$ cat src/rtl/axi4lite_pkg.sv
// Shared AXI4-Lite definitions: response codes and the write-arbiter state encoding.
package axi4lite_pkg;

    localparam logic [1:0] OKAY   = 2'b00;
    localparam logic [1:0] SLVERR = 2'b10;

    typedef enum logic [1:0] {
        IDLE = 2'd0,
        XFER = 2'd1,
        RESP = 2'd2
    } arb_state_e;

endpackage

$ cat src/rtl/rr_arb2.sv
// Two-way round-robin pick: a lone requester wins, a tie goes to the port not granted last.
module rr_arb2 (
    input  logic [1:0] req,
    input  logic       last,
    output logic       grant
);

    assign grant = req[1] & (~req[0] | ~last);

endmodule

$ cat src/rtl/axi4lite_write_arbiter.sv
// Shares one downstream AXI4-Lite write port between two upstream masters,
// one complete AW+W+B transaction at a time, round-robin on ties.
module axi4lite_write_arbiter
    import axi4lite_pkg::*;
#(
    parameter  int ADDR_W = 32,
    parameter  int DATA_W = 32,
    localparam int STRB_W = DATA_W / 8
) (
    input  logic              aclk,
    input  logic              aresetn,
    input  logic              s0_awvalid,
    output logic              s0_awready,
    input  logic [ADDR_W-1:0] s0_awaddr,
    input  logic [2:0]        s0_awprot,
    input  logic              s0_wvalid,
    output logic              s0_wready,
    input  logic [DATA_W-1:0] s0_wdata,
    input  logic [STRB_W-1:0] s0_wstrb,
    output logic              s0_bvalid,
    input  logic              s0_bready,
    output logic [1:0]        s0_bresp,
    input  logic              s1_awvalid,
    output logic              s1_awready,
    input  logic [ADDR_W-1:0] s1_awaddr,
    input  logic [2:0]        s1_awprot,
    input  logic              s1_wvalid,
    output logic              s1_wready,
    input  logic [DATA_W-1:0] s1_wdata,
    input  logic [STRB_W-1:0] s1_wstrb,
    output logic              s1_bvalid,
    input  logic              s1_bready,
    output logic [1:0]        s1_bresp,
    output logic              m_awvalid,
    input  logic              m_awready,
    output logic [ADDR_W-1:0] m_awaddr,
    output logic [2:0]        m_awprot,
    output logic              m_wvalid,
    input  logic              m_wready,
    output logic [DATA_W-1:0] m_wdata,
    output logic [STRB_W-1:0] m_wstrb,
    input  logic              m_bvalid,
    output logic              m_bready,
    input  logic [1:0]        m_bresp
);

    arb_state_e state_q;
    logic       g_q, last_q, aw_done_q, w_done_q;
    logic       aw_done_d, w_done_d;
    logic [1:0] req;
    logic       grant;
    logic       xfer, resp;

    logic              sg_awvalid, sg_wvalid, sg_bready;
    logic [ADDR_W-1:0] sg_awaddr;
    logic [2:0]        sg_awprot;
    logic [DATA_W-1:0] sg_wdata;
    logic [STRB_W-1:0] sg_wstrb;
    logic              awready_g, wready_g, bvalid_g;

    assign req = {s1_awvalid | s1_wvalid, s0_awvalid | s0_wvalid};

    rr_arb2 u_rr (
        .req   (req),
        .last  (last_q),
        .grant (grant)
    );

    assign xfer = (state_q == XFER);
    assign resp = (state_q == RESP);

    assign sg_awvalid = g_q ? s1_awvalid : s0_awvalid;
    assign sg_awaddr  = g_q ? s1_awaddr  : s0_awaddr;
    assign sg_awprot  = g_q ? s1_awprot  : s0_awprot;
    assign sg_wvalid  = g_q ? s1_wvalid  : s0_wvalid;
    assign sg_wdata   = g_q ? s1_wdata   : s0_wdata;
    assign sg_wstrb   = g_q ? s1_wstrb   : s0_wstrb;
    assign sg_bready  = g_q ? s1_bready  : s0_bready;

    // Payloads are zeroed outside XFER so nothing leaks downstream while idle or in reset.
    assign m_awvalid = xfer & sg_awvalid & ~aw_done_q;
    assign m_awaddr  = xfer ? sg_awaddr : '0;
    assign m_awprot  = xfer ? sg_awprot : '0;
    assign m_wvalid  = xfer & sg_wvalid & ~w_done_q;
    assign m_wdata   = xfer ? sg_wdata : '0;
    assign m_wstrb   = xfer ? sg_wstrb : '0;
    assign m_bready  = resp & sg_bready;

    assign awready_g  = xfer & m_awready & ~aw_done_q;
    assign wready_g   = xfer & m_wready & ~w_done_q;
    assign bvalid_g   = resp & m_bvalid;

    assign s0_awready = awready_g & ~g_q;
    assign s1_awready = awready_g & g_q;
    assign s0_wready  = wready_g & ~g_q;
    assign s1_wready  = wready_g & g_q;
    assign s0_bvalid  = bvalid_g & ~g_q;
    assign s1_bvalid  = bvalid_g & g_q;
    assign s0_bresp   = (resp & ~g_q) ? m_bresp : OKAY;
    assign s1_bresp   = (resp & g_q) ? m_bresp : OKAY;

    assign aw_done_d = aw_done_q | (m_awvalid & m_awready);
    assign w_done_d  = w_done_q | (m_wvalid & m_wready);

    always_ff @(posedge aclk or negedge aresetn) begin
        if (!aresetn) begin
            state_q   <= IDLE;
            g_q       <= 1'b0;
            last_q    <= 1'b1;
            aw_done_q <= 1'b0;
            w_done_q  <= 1'b0;
        end else begin
            case (state_q)
                IDLE: begin
                    if (|req) begin
                        g_q     <= grant;
                        state_q <= XFER;
                    end
                end
                XFER: begin
                    // AW and W may complete in either order or together.
                    if (aw_done_d & w_done_d) begin
                        state_q   <= RESP;
                        aw_done_q <= 1'b0;
                        w_done_q  <= 1'b0;
                    end else begin
                        aw_done_q <= aw_done_d;
                        w_done_q  <= w_done_d;
                    end
                end
                RESP: begin
                    if (m_bvalid & m_bready) begin
                        last_q  <= g_q;
                        state_q <= IDLE;
                    end
                end
                default: state_q <= IDLE;
            endcase
        end
    end

endmodule

$ cat config.mk
export PLATFORM = sky130hd
export DESIGN_NAME = axi4lite_write_arbiter
export DESIGN_NICKNAME = d
export VERILOG_FILES = /design/src/rtl/axi4lite_pkg.sv /design/src/rtl/rr_arb2.sv /design/src/rtl/axi4lite_write_arbiter.sv
export SDC_FILE = /design/constraint.sdc
export NUM_CORES = 1
export LEC_CHECK = 0
export BUFFER_PORTS_ARGS = -buffer_cell sky130_fd_sc_hd__clkbuf_2
export CAP_MARGIN = 20
export CORE_AREA = 2 2 93 95
export DETAILED_ROUTE_END_ITERATION = 8
export DIE_AREA = 0 0 95 97
export GPL_TIMING_DRIVEN = 0
export PLACE_DENSITY = 0.63
export SLEW_MARGIN = 20
export SYNTH_ARGS = -nofsm -noshare
export SYNTH_HDL_FRONTEND = slang
export SYNTH_SLANG_ARGS = --single-unit
$ cat constraint.sdc
create_clock -name aclk -period 1.46 [get_ports aclk]
set_input_delay 0.292 -clock aclk [delete_from_list [all_inputs] [get_ports aclk]]
set_output_delay 0.292 -clock aclk [all_outputs]
set_load 0.03 [all_outputs]
* Word-level counts from Yosys, hierarchy flattened
Index checks and enable logic that the tools add are counted.
** Word-level totals
- Input port bits :: 155
- Output and inout bits :: 84
- Flip-flop bits (word level) :: 6
- Logic and storage cells :: 67
** Cells by class
- Equality and inequality tests :: 5
- Bitwise gates (word level) :: 33
- Muxes and demuxes :: 19
- Reduce and logical (&&, ||, !) cells :: 5
** Operators by type and width (count)
- $mux W32 :: 4
- $and A1 B1 Y1 :: 23
- $mux W2 :: 5
- $mux W4 :: 2
- $mux W3 :: 2
- $pmux W2 S3 :: 1
- $mux W1 :: 5
- $not A1 Y1 :: 5
- $or A1 B1 Y1 :: 5
- $ne A2 B1 Y1 const B :: 2
- $reduce_and A2 Y1 :: 2
- $reduce_and A3 Y1 :: 1
- $eq A2 B1 Y1 const B :: 1
- $eq A2 B2 Y1 const B :: 1
- $logic_not A2 Y1 :: 1
- $ne A2 B2 Y1 const B :: 1
- $reduce_or A2 Y1 :: 1

* Longest topological paths before layout
Gate-level depths: netlist (run 1).
- Depth in word-level cells :: 8
- Gate-level depth with buffers :: 5
- Depth with buffers taken out :: 3

* Modules after synthesis
From an unflattened synthesis (run 1), not the netlist that was laid out.
** Unflattened totals
- Cells, all modules :: 212
- Area, all modules :: 1586.5 µm²
** Modules (own cells, without submodules)
- axi4lite_write_arbiter :: cells an instance 211, area each 1575.3 µm², instances 1
- rr_arb2 :: cells an instance 1, area each 11.3 µm², instances 1

* Worst setup path after synthesis (run 1)
OpenSTA, ideal clock, no wires.
- Path type :: reg2out
- From :: register g_q
- To :: output s0_awready
- Slack :: -0.691 ns
- Required time :: 1.168 ns
- Stages on the path, launching flop included :: 5
- Arrival time :: 1.859 ns
- Cell sequence :: dfrtp_1 -> buf_6 -> buf_6 -> buf_6 -> nor4b_1
** Between the ends
- Cells in the longest elaborated chain, start to end :: 2
** Ends and longest elaborated chain
- start: declaration :: RTL line axi4lite_write_arbiter.sv:48 : logic g_q, last_q, aw_done_q, w_done_q;
- start signal: assignment :: RTL line axi4lite_write_arbiter.sv:116 : g_q <= grant;
- $not A1 Y1 :: RTL line axi4lite_write_arbiter.sv:93 : assign s0_awready = awready_g & ~g_q;
- $and A1 B1 Y1 :: RTL line axi4lite_write_arbiter.sv:93
- end: declaration :: RTL line axi4lite_write_arbiter.sv:13 : output logic s0_awready,
Every way passes these cells.

* Worst setup path in the final report (run 1)
Same ends and word-level chain as after synthesis.

==> results of run 1 <==
## worst min-delay path, cell delays in order
cell and delay, ps:
clkbuf_2 110, a31oi_1 150, nor2_1 60
## power groups by stage
stage | registers, mW | logic (mW) | clock network [mW]
6_report | 0.356 | 10.8 | 0.259
5_1_grt | 0.364 | 11.2 | 0.283
4_1_cts | 0.336 | 9.40 | 0.268
3_5_place_dp | 0.345 | 6.44 | 0
3_3_place_gp | 0.347 | 6.38 | 0
2_1_floorplan | 0.327 | 4.97 | 0
## synth_stat cells, types with 2 or more instances
master,count
nor2_1,80
mux2i_1,74
buf_2,10
buf_6,9
and3_1,5
dfrtp_1,5
nand2_1,4
a21oi_1,3
nor3_1,3
nor2b_1,2
nor3b_1,2
nor4b_1,2
o22a_1,2
## state kept, by name, indices dropped and copies added (netlist names)
signal	count
state_q	2
aw_done_q	1
g_q	1
last_q	1
w_done_q	1
## timing repair
| action | in CTS | in global routing |
|---|---|---|
| pin swaps | 2 | 20 |
| hold buffers | 1 | 0 |
| cloned | 4 | 6 |
| setup buffers | 9 | 7 |
| hold endpoints to repair | 5 | 0 |
| setup endpoints to repair | 84 | 86 |
| gates resized for setup | 282 | 146 |
## per-layer routing
layer  vias to the layer above  GRT usage [%]  share of wire, %
met1                      1259           17.8                33
met2                       132           41.3                60
li1                       1291              -                 -
met3                         8           1.32               6.0
met4                         0           2.01               1.1
met5                         -              0                 0
## worst paths after layout
| kind | to | from | slack (ps) |
|---|---|---|---|
| max reg2reg | state_q[0]$_DFFE_PN0P_ | g_q$_DFFE_PN0P_ | -20 |
| max | s0_awready | g_q$_DFFE_PN0P_ | -360 |
| min | last_q$_DFFE_PN1P_ | s1_bready | 410 |
| min in group asynchronous | state_q[0]$_DFFE_PN0P_ | aresetn | 430 |
| max in group asynchronous | last_q$_DFFE_PN1P_ | aresetn | 800 |
| min reg2reg | last_q$_DFFE_PN1P_ | last_q$_DFFE_PN1P_ | 540 |
## layout make-up
class                      count  area, um2
inverter                       1       3.75
multi-input combinational    189       2510
tap                          105        131
sequential                     6        151
timing repair buffer         262       2320
clock buffer                   4       45.0
buffer                        18        290
fill                         556       2690
## metrics by stage
step           cells  setup TNS [ps]
2_1_floorplan    216           -3820
3_3_place_gp     559          -19660
3_5_place_dp     559          -19330
4_1_cts          577          -25080
5_1_grt          585          -29600
6_report         585          -23760
## kinds of logic after synthesis
kind of cell	synth area share, %
compound gates	6.11
buf+inv	9.95
flops	9.48
mux	48.0
simple gates	26.4
==> qor.txt, run 1 <==
status: finished with violations
violated checks: setup timing
share of layout cells above drive strength 1: 90.4%
CTS sink count: 6
All-Layer GR Usage: 18.6%
CTS Buf Count: 3
Initial Util: 19.6%
gp weighted congestion: 0.785
CTS H-tree depth: 1
Detailed Place HPWL: 6.20 mm
synthesized area: 1600 um2
top cell type's share of synthesized area: 46.4%
DIE AREA: 9220 um2
placement-stage cell area: 3350 um2
grt ovf: 0
Worst Tran Pin Value: 281 ps
Worst EP arrival: 1530 ps
kind of critical path: reg2out
Worst-Skew Late Latency: 220 ps
minimum clock period: 1820 ps
sum of buffers and inverters on the critical path: 4
final hold viol count: 0
Crit Path Max Fanout: 6
Peak supply drop: 1.38 mV
Synth area leader: mux2i_1
Async SR Flop Fraction: 100%
Final #Nets: 636
RSZ-0062 raised after global routing: yes
syn_nets: 371
Avg Inst Size Synth: 7.39 um2
critical path depth: 5
Max Cap Violations: 0
Reg2Reg Depth: 5
Slew Limit Headroom: 81.3%
Residual DRC: 0
number of synthesized flops with an enable pin: 0
core area: 8130 um2
worst hold margin: 407 ps
Post-Synthesis Cells: 216
family with the most delay on the worst path: buffers and inverters
Worst Hold Class: in2reg
predominant post-synthesis flop cell: dfrtp_1
DR vias/cell: 4.60
pin count of the biggest net entering global routing: 11
die width: 95 um
Slowest Stage Delay on Critical Path: 370 ps
Area contributors post-synth: mux2i_1 46%, nor2_1 19%, dfrtp_1 7.8%
antenna-violating nets left: 0
FP Rows: 33
CP most frequent cell: clkbuf_16
Final Instance Area: 5450 um2
Pins Over Slew Limit: 0
drt first-iter violations: 24
WL final: 9.87 mm
combinational share of power: 94.6%
synth unique cells: 28
Final Power: 11.4 mW
crit-path cells: buf_6, clkbuf_16, clkbuf_16, nor4b_4, clkbuf_8
sequential power share: 3.1%
Seq/Total Area, Yosys: 9.48%
Critical Path Slowest Stage Cell: dfrtp_1
Worst setup EP type: primary output
Sw Ratio: 48.2%
clock skew: 7.49 ps
wire per inst: 16.9 um
setup ws final: -361 ps
First-pass DRT Iterations: 4
Root Buffer: clkbuf_8
final number of setup-violating endpoints: 85
YS warnings: 0
initial antenna violation count: 0
Clock Tree Buf Depth: 2
first-pass GRT wire length: 13.6 mm
flops & latches, synth: 6
dpl ws: -290 ps
Internal: 5.91 mW
CTS tree: yes
pwr dens: 2090 nW/um2
Net Sw Power: 5.49 mW
# IOs: 239
via count: 2,690
clock power share: 2.3%
vias in the first global route: 2,843
CP Launch Type: flip-flop
fin crit share: 125%
FMAX: 0.549 GHz
P&R area growth vs syn: 241%
hold depth: 3
Leakage: 2.42 nW
Die H: 97 um
Port Buffers: 238
commonest non-fill, non-tap cell in the layout: clkbuf_2
commonest cells after routing, fill and taps aside: 154 x clkbuf_2, 54 x mux2i_4, 47 x nor2_4
Clock Pin Slew Worst Setup and Hold Paths: 30 ps
CP Data Required Time: 1170 ps
Util after Layout: 66.9%
diode count: 0
Power figures use the tool's default switching activity.
==> run 2: changes to the inputs <==
--- a/config.mk
+++ b/config.mk
@@ -12,6 +12,7 @@
 export DIE_AREA = 0 0 95 97
 export GPL_TIMING_DRIVEN = 0
 export PLACE_DENSITY = 0.63
+export RECOVER_POWER = 50
 export SLEW_MARGIN = 20
 export SYNTH_ARGS = -nofsm -noshare
 export SYNTH_HDL_FRONTEND = slang
==> run 2 against run 1 <==
The flow still finishes with violations (setup timing); die area is the same; utilization hardly changed; hold slack about the same; power barely moved; critical path type unchanged; highest routed layer unchanged.
==> qor.txt, run 2 (same netlist as run 1, synthesis figures left out) <==
grt ovf: 0 (unchanged)
Final Instance Area: 5440 um2 (about the same)
Worst setup EP type: primary output
Die H: 97 um (unchanged)
status: finished with violations
Total Neg Setup Slack: -23,760 ps (+0.300 ps)
fillers: 557 (+0.18%)
vias in the first global route: 2,843 (unchanged)
R2R setup slack: -20 ps (about the same)
Worst Tran Pin Value: 300 ps (+18.9 ps)
Critical R2R Launch: g_q$_DFFE_PN0P_
dpl ws: -290 ps (unchanged)
Register Area: 151 um2 (unchanged)
largest register by flop count: state_q
CP Launch Type: flip-flop
Worst EP arrival: 1530 ps (about the same)
Port Buffers: 238 (unchanged)
antenna-violating nets left: 0 (unchanged)
setup ws final: -361 ps (+0.00500 ps)
clock skew: 7.50 ps (+0.0106 ps)
Initial Util: 19.6% (unchanged)
pwr dens: 2090 nW/um2 (about the same)
Root Buffer: clkbuf_8
WL final: 9.87 mm (about the same)
Clock Tree Buf Depth: 2 (unchanged)
worst hold start: s1_bready
pin count of the biggest net entering global routing: 11 (unchanged)
CTS tree: yes
Post-Layout Cell Count: 585 (unchanged)
# IOs: 239 (unchanged)
commonest cells after routing, fill and taps aside: 153 x clkbuf_2, 54 x mux2i_4, 47 x nor2_4
max FFs per register: 2 (unchanged)
Leakage: 2.41 nW (-0.12%)
violated checks: setup timing
drt first-iter violations: 24 (unchanged)
commonest non-fill, non-tap cell in the layout: clkbuf_2
fin crit share: 125% (about the same)
DIE AREA: 9220 um2 (unchanged)
All-Layer GR Usage: 18.6% (unchanged)
Final #Nets: 636 (unchanged)
share of layout cells above drive strength 1: 90.2% (-0.21 points)
Slew Limit Headroom: 80.0% (-1.3 points)
RSZ-0062 raised after global routing: yes
critical register-to-register path endpoint: state_q[0]$_DFFE_PN0P_
Detailed Place HPWL: 6.20 mm (unchanged)
Worst-Skew Late Latency: 220 ps (about the same)
core area: 8130 um2 (unchanged)
Max Cap Violations: 0 (unchanged)
final hold viol count: 0 (unchanged)
Final Power: 11.4 mW (about the same)
Worst Hold Path EP: last_q$_DFFE_PN1P_
Reg2Reg Depth: 5 (unchanged)
FP Rows: 33 (unchanged)
diode count: 0 (unchanged)
wire per inst: 16.9 um (about the same)
CP Data Required Time: 1170 ps (about the same)
Clock Pin Slew Worst Setup and Hold Paths: 30 ps (about the same)
initial antenna violation count: 0 (unchanged)
P&R area growth vs syn: 241% (about the same)
Crit Path Max Fanout: 6 (unchanged)
Placed Cells incl. Taps: 559 (unchanged)
FMAX: 0.549 GHz (about the same)
Pins Over Slew Limit: 0 (unchanged)
first-pass GRT wire length: 13.6 mm (unchanged)
Peak supply drop: 1.38 mV (about the same)
CTS sink count: 6 (unchanged)
die width: 95 um (unchanged)
CTS H-tree depth: 1 (unchanged)
final number of setup-violating endpoints: 85 (unchanged)
CTS Buf Count: 3 (unchanged)
placement-stage cell area: 3350 um2 (unchanged)
gp weighted congestion: 0.785 (unchanged)
via count: 2,690 (unchanged)
Residual DRC: 0 (unchanged)
Multi-input gate area: 2510 um2 (unchanged)
hold depth: 3 (unchanged)
First-pass DRT Iterations: 4 (unchanged)
DR vias/cell: 4.60 (unchanged)
Worst Hold Class: in2reg
kind of critical path: reg2out
minimum clock period: 1820 ps (-0.00500 ps)
[run 2: cell count changes in the layout (fill, tap and decap cells not counted)]
cell | before | now
clkbuf_2 | 154 | 153
clkbuf_1 | 1 | 2
[run 2: report_power, final]
group	total (mW)	switching, mW	internal (mW)	leakage (nW)
Clock	0.259	0.0713	0.188	0.0228
Combinational	10.8	5.31	5.47	2.32
Sequential	0.356	0.104	0.252	0.0700
Total	11.4	5.49	5.91	2.41
[run 2: repair_timing]
action | 4_1_cts | 5_1_grt
endpoints found under the hold margin | 5 | 0
cloned | 4 | 6
resized for setup | 282 | 146
pin swaps | 2 | 20
setup buffers | 9 | 7
hold buffers | 1 | 0
endpoints found under the setup margin | 84 | 86
[run 2: cell type report]
cell class	count	area share (%)
multi-input combinational	189	46.1
timing repair buffer	262	42.5
buffer	18	5.33
sequential	6	2.78
tap	105	2.41
clock buffer	4	0.827
inverter	1	0.0689
[run 2: worst max path at each step]
stage,cells past startpoint,endpoint,slack [ps],start
global placement,5,m_awaddr[0],-300,state_q[1]$_DFFE_PN0P_
detailed placement,6,m_wdata[14],-290,g_q$_DFFE_PN0P_
floorplan,3,m_awvalid,-250,state_q[1]$_DFFE_PN0P_
global route,6,m_awaddr[27],-430,g_q$_DFFE_PN0P_
CTS,6,m_wdata[24],-370,g_q$_DFFE_PN0P_
finish,5,s0_awready,-360,g_q$_DFFE_PN0P_
[run 2: metal layers]
metal  track usage [%]  wire length, um  part of all wire, %  vias up
li1                  -                -                    -     1291
met1              17.8             3300                   33     1259
met2              41.3             5870                   60      132
met3              1.32              594                  6.0        8
met4              2.01              105                  1.1        0
met5                 0                0                    0        -
[run 2: stage by stage]
stage | hold slack, ps | util, %
finish | 407 | 66.9
global route | 404 | 66.9
CTS | 365 | 60.0
detailed placement | 119 | 41.1
global placement | 117 | 41.1
floorplan | -3.59 | -
[run 2: critical path, cell delays in order, from the launching register on]
cell and delay [ps]:
dfrtp_1 370, buf_6 150, clkbuf_16 170, clkbuf_16 160
nor4b_4 260, clkbuf_8 200
